===== config.mk =====
export PLATFORM = sky130hd
export DESIGN_NAME = demux_bit_sequencer
export DESIGN_NICKNAME = d
export VERILOG_FILES = /design/src/rtl/demux_bit_sequencer.sv
export SDC_FILE = /design/constraint.sdc
export NUM_CORES = 1
export LEC_CHECK = 0
export ABC_CLOCK_PERIOD_IN_PS = 5100
export CAP_MARGIN = 25
export CORE_UTILIZATION = 50
export CTS_CLUSTER_DIAMETER = 40
export CTS_CLUSTER_SIZE = 24
export DETAILED_ROUTE_END_ITERATION = 8
export PLACE_DENSITY_LB_ADDON = 0.08
export SYNTH_ARGS = -nofsm -noshare
export SYNTH_HDL_FRONTEND = slang
export SYNTH_SLANG_ARGS = --single-unit

===== constraint.sdc =====
create_clock -name clk -period 5.1 [get_ports clk]
set_input_delay 1.02 -clock clk [delete_from_list [all_inputs] [get_ports clk]]
set_output_delay 1.02 -clock clk [all_outputs]
set_load 0.02 [all_outputs]

===== src/rtl/demux_bit_sequencer.sv =====
// demux_bit_sequencer: accepts a byte via in_valid/in_ready, then drives bit n on I with channel select S=n for HOLD_CYCLES en-qualified cycles each; busy marks a frame in progress and frame_done pulses once at its end
module demux_bit_sequencer #(
  parameter int HOLD_CYCLES = 1
) (
  input  logic       clk,
  input  logic       rst,
  input  logic       in_valid,
  output logic       in_ready,
  input  logic [7:0] in_data,
  input  logic       en,
  output logic       I,
  output logic [2:0] S,
  output logic       busy,
  output logic       frame_done
);
  typedef enum logic [1:0] {IDLE, SHIFT, DONE} state_t;
  localparam logic [3:0] LAST = 4'(HOLD_CYCLES - 1);
  state_t     state_q, state_d;
  logic [7:0] data_q, data_d;
  logic [3:0] cnt_q, cnt_d;
  logic [2:0] s_q, s_d;
  logic       i_q, i_d, rdy_q, rdy_d, busy_q, busy_d, fd_q, fd_d;
  always_comb begin
    state_d = state_q;
    data_d  = data_q;
    cnt_d   = cnt_q;
    s_d     = s_q;
    i_d     = i_q;
    rdy_d   = rdy_q;
    busy_d  = busy_q;
    fd_d    = fd_q;
    case (state_q)
      IDLE: if (in_valid && rdy_q) begin
        data_d  = in_data;
        s_d     = 3'd0;
        i_d     = in_data[0];
        cnt_d   = 4'd0;
        state_d = SHIFT;
        rdy_d   = 1'b0;
        busy_d  = 1'b1;
      end
      SHIFT: if (en) begin
        cnt_d = (cnt_q == LAST) ? 4'd0 : cnt_q + 4'd1;
        if (cnt_q == LAST && s_q == 3'd7) begin
          state_d = DONE;
          i_d     = 1'b0;
          fd_d    = 1'b1;
        end else if (cnt_q == LAST) begin
          s_d = s_q + 3'd1;
          i_d = data_q[s_q + 3'd1];
        end
      end
      default: begin
        state_d = IDLE;
        s_d     = 3'd0;
        i_d     = 1'b0;
        fd_d    = 1'b0;
        rdy_d   = 1'b1;
        busy_d  = 1'b0;
      end
    endcase
  end
  always_ff @(posedge clk) begin
    if (rst) begin
      state_q <= IDLE;
      data_q  <= 8'd0;
      cnt_q   <= 4'd0;
      s_q     <= 3'd0;
      i_q     <= 1'b0;
      rdy_q   <= 1'b1;
      busy_q  <= 1'b0;
      fd_q    <= 1'b0;
    end else begin
      state_q <= state_d;
      data_q  <= data_d;
      cnt_q   <= cnt_d;
      s_q     <= s_d;
      i_q     <= i_d;
      rdy_q   <= rdy_d;
      busy_q  <= busy_d;
      fd_q    <= fd_d;
    end
  end
  assign in_ready   = rdy_q;
  assign I          = i_q;
  assign S          = s_q;
  assign busy       = busy_q;
  assign frame_done = fd_q;
endmodule


==> flow_summary.ini <==
[detailed_routing]
vias = 812
vias_per_cell = 5.34
wl_per_cell_um = 12.4
routed_wl_um = 1890
postRouteAntennaNets = 0
dr.pass1.iters = 4
drc_errors = 0
drtIter0Drc = 12

[timing]
hold_viol = 0
tns_ns = 0
fmax_mhz = 403
rsz0062_at_grt = no
fin_ws_ns = 2.62
drv_slew = 0
min_period_ns = 2.48
max_slew_margin = 0.645
tightest_slew_ns = 0.531
finalSetupViolCount = 0
finalCritPeriodShare = 0.486
finalClockSkew_ns = 0.00463

[placement]
numPortBuffers = 18
place_ws_ns = 2.30
place_hpwl_um = 1410
place_congestion = 0.858
place_area_mm2 = 0.00116

[critical_path]
reg2reg_to = I
critPathKind = primary input to register
reg2reg_from = cnt_q[0]
start_kind = primary input
endpoint_kind = register
rrSetupSlack_ns = 3.16
critPathArrivalTime_ns = 2.71
required_ns = 5.33
worstPathMaxFanout = 14
rr_worst_depth = 6

[synth]
synth_top_area_cell = dfxtp_1
synth_nets = 125
ys_seq_area_frac = 0.436
ys_top_cells_by_area = dfxtp_1 44%, a21oi_1 6.7%, o21ai_0 6.2%
ys_async_sr_fraction = 0
synth_top_area_frac = 0.436
synth.most_common_cell = dfxtp_1
synth_seq_cells = 21
avgSynthCellArea_um2 = 8.85
synth_cell_type_count = 25
yosys_warnings = 0
synthesis.area_um2 = 965
syn_inst = 109
ys.flop_type = dfxtp_1
synth_edf_count = 0
ys_top_cells_by_count = 21 x dfxtp_1, 15 x nand2_1, 13 x a21oi_1

[finish]
num_antenna_cells = 0
areaGrowthSynthToFinish_pct = 23.1
drive_above_1_share = 0.0945
fin_area_mm2 = 0.00119
finalNetCount = 144

[worst_hold_path]
hold_start = busy
min_path_type = register to register
hold_depth = 2
min_to = busy

[die]
dieArea_mm2 = 0.00211
core_mm2 = 0.00176
pin_count = 19
die_w_um = 45.9
initial_core_util = 0.547
die_y_um = 45.9
rows = 15

[clocking]
cts_max_level = 1
cts_buffers = 3
post_cts_buffers = 0
clock_latency_ns = 0.30
cts.sinks = 21
cts_tree = yes
cts_hold_buf = 0
cts_root_buffer = clkbuf_4
clkSlewWorstSetupHoldPaths_ns = 0.11
ctsLongestPathBuffers = 2
cts-resized-gates = 0

[grt]
grt_overflow = 0
grt_pass1_wl_um = 3330
antenna_found_initial = 0
grtUsageTotal = 0.221
grt_max_degree = 18
grt_pass1_vias = 752

[pwr]
powerDensity_mw_per_mm2 = 254
total_leakage_power_nw = 0.428
p_total_uw = 302
ir_drop_uv = 152

[status]
status = complete, no violations

[job]
max-cap-violations = 0
[metrics by stage]
step | instances | hold WS [ns] | utilization
4_1_cts | 152 | 0.459 | 0.673
3_5_place_dp | 148 | 0.443 | 0.658
3_3_place_gp | 148 | 0.436 | 0.658
5_1_grt | 152 | 0.496 | 0.673
2_1_floorplan | 109 | 0.450 | -
6_report | 152 | 0.455 | 0.673
[final cells by class]
type	instances	area (µm²)
multi-input cells	78	507
well taps	25	31.3
fillers	161	577
repair buffers	18	180
flip-flops and latches	21	420
inverters	6	22.5
clock buffers	4	26.3
[worst max-delay path: stages]
cell             delay (ns)
clkdlybuf4s50_1        0.50
nand3b_1               0.37
o311a_4                0.30
or3_1                  0.37
a31oi_1                0.15
[cell usage in the layout, fill, tap and decap left out, drive strengths merged]
master,Yosys,layout
a31oi,2,2
a22o,1,1
o21ai,12,12
nand4b,1,1
or2,2,2
or3b,1,1
or3,1,1
a41oi,2,2
and3,1,1
nand2b,2,2
and2b,1,1
nand3b,4,4
nand2,15,15
ha,4,4
o311a,1,1
mux4,2,2
clkdlybuf4s50,0,18
dfxtp,21,21
o31ai,2,2
o211ai,1,1
clkbuf,4,4
nor3b,2,2
nor2,5,5
nand3,3,3
inv,6,6
a21oi,13,13
[power by group]
part | internal [mW] | switching (mW)
registers | 0.171 | 0.00594
logic | 0.0241 | 0.0224
clock network | 0.0305 | 0.0477
total | 0.226 | 0.0760
[registers in the layout, indices dropped and copies added, names as in the netlist]
signal and cells:
in_ready 1, S 3, busy 1, state_q 2, frame_done 1, I 1
cnt_q 4, data_q 8
[worst max path at each step]
stage                         from        end  slack [ns]  cells after the start
final                     in_valid          I        2.62                      5
after global routing      in_valid  data_q[2]        2.43                      5
after CTS                 in_valid          I        2.63                      5
after detailed placement  in_valid  data_q[1]        2.30                      5
after global placement    in_valid          I        2.33                      5
after floorplan                 en          I        3.05                      4
[layer usage]
metal | global-route usage | vias up | part of all wire
met5 | 0 | - | 0
li1 | - | 426 | -
met1 | 0.277 | 368 | 0.46
met2 | 0.358 | 16 | 0.49
met3 | 0.0714 | 2 | 0.041
met4 | 0.0647 | 0 | 0.0064
[logic make-up (layout without fill, tap and decap cells)]
family,Yosys count,after routing,synth area share
AO/OA/AOI/OAI,34,34,0.217
adder cells (fa/ha/maj),4,4,0.0519
buffers and inverters,10,28,0.0389
flip-flops,21,21,0.436
multiplexers,2,2,0.0467
AND/OR/NAND/NOR,38,38,0.210
Note: power is estimated with default switching activity, not from simulation.
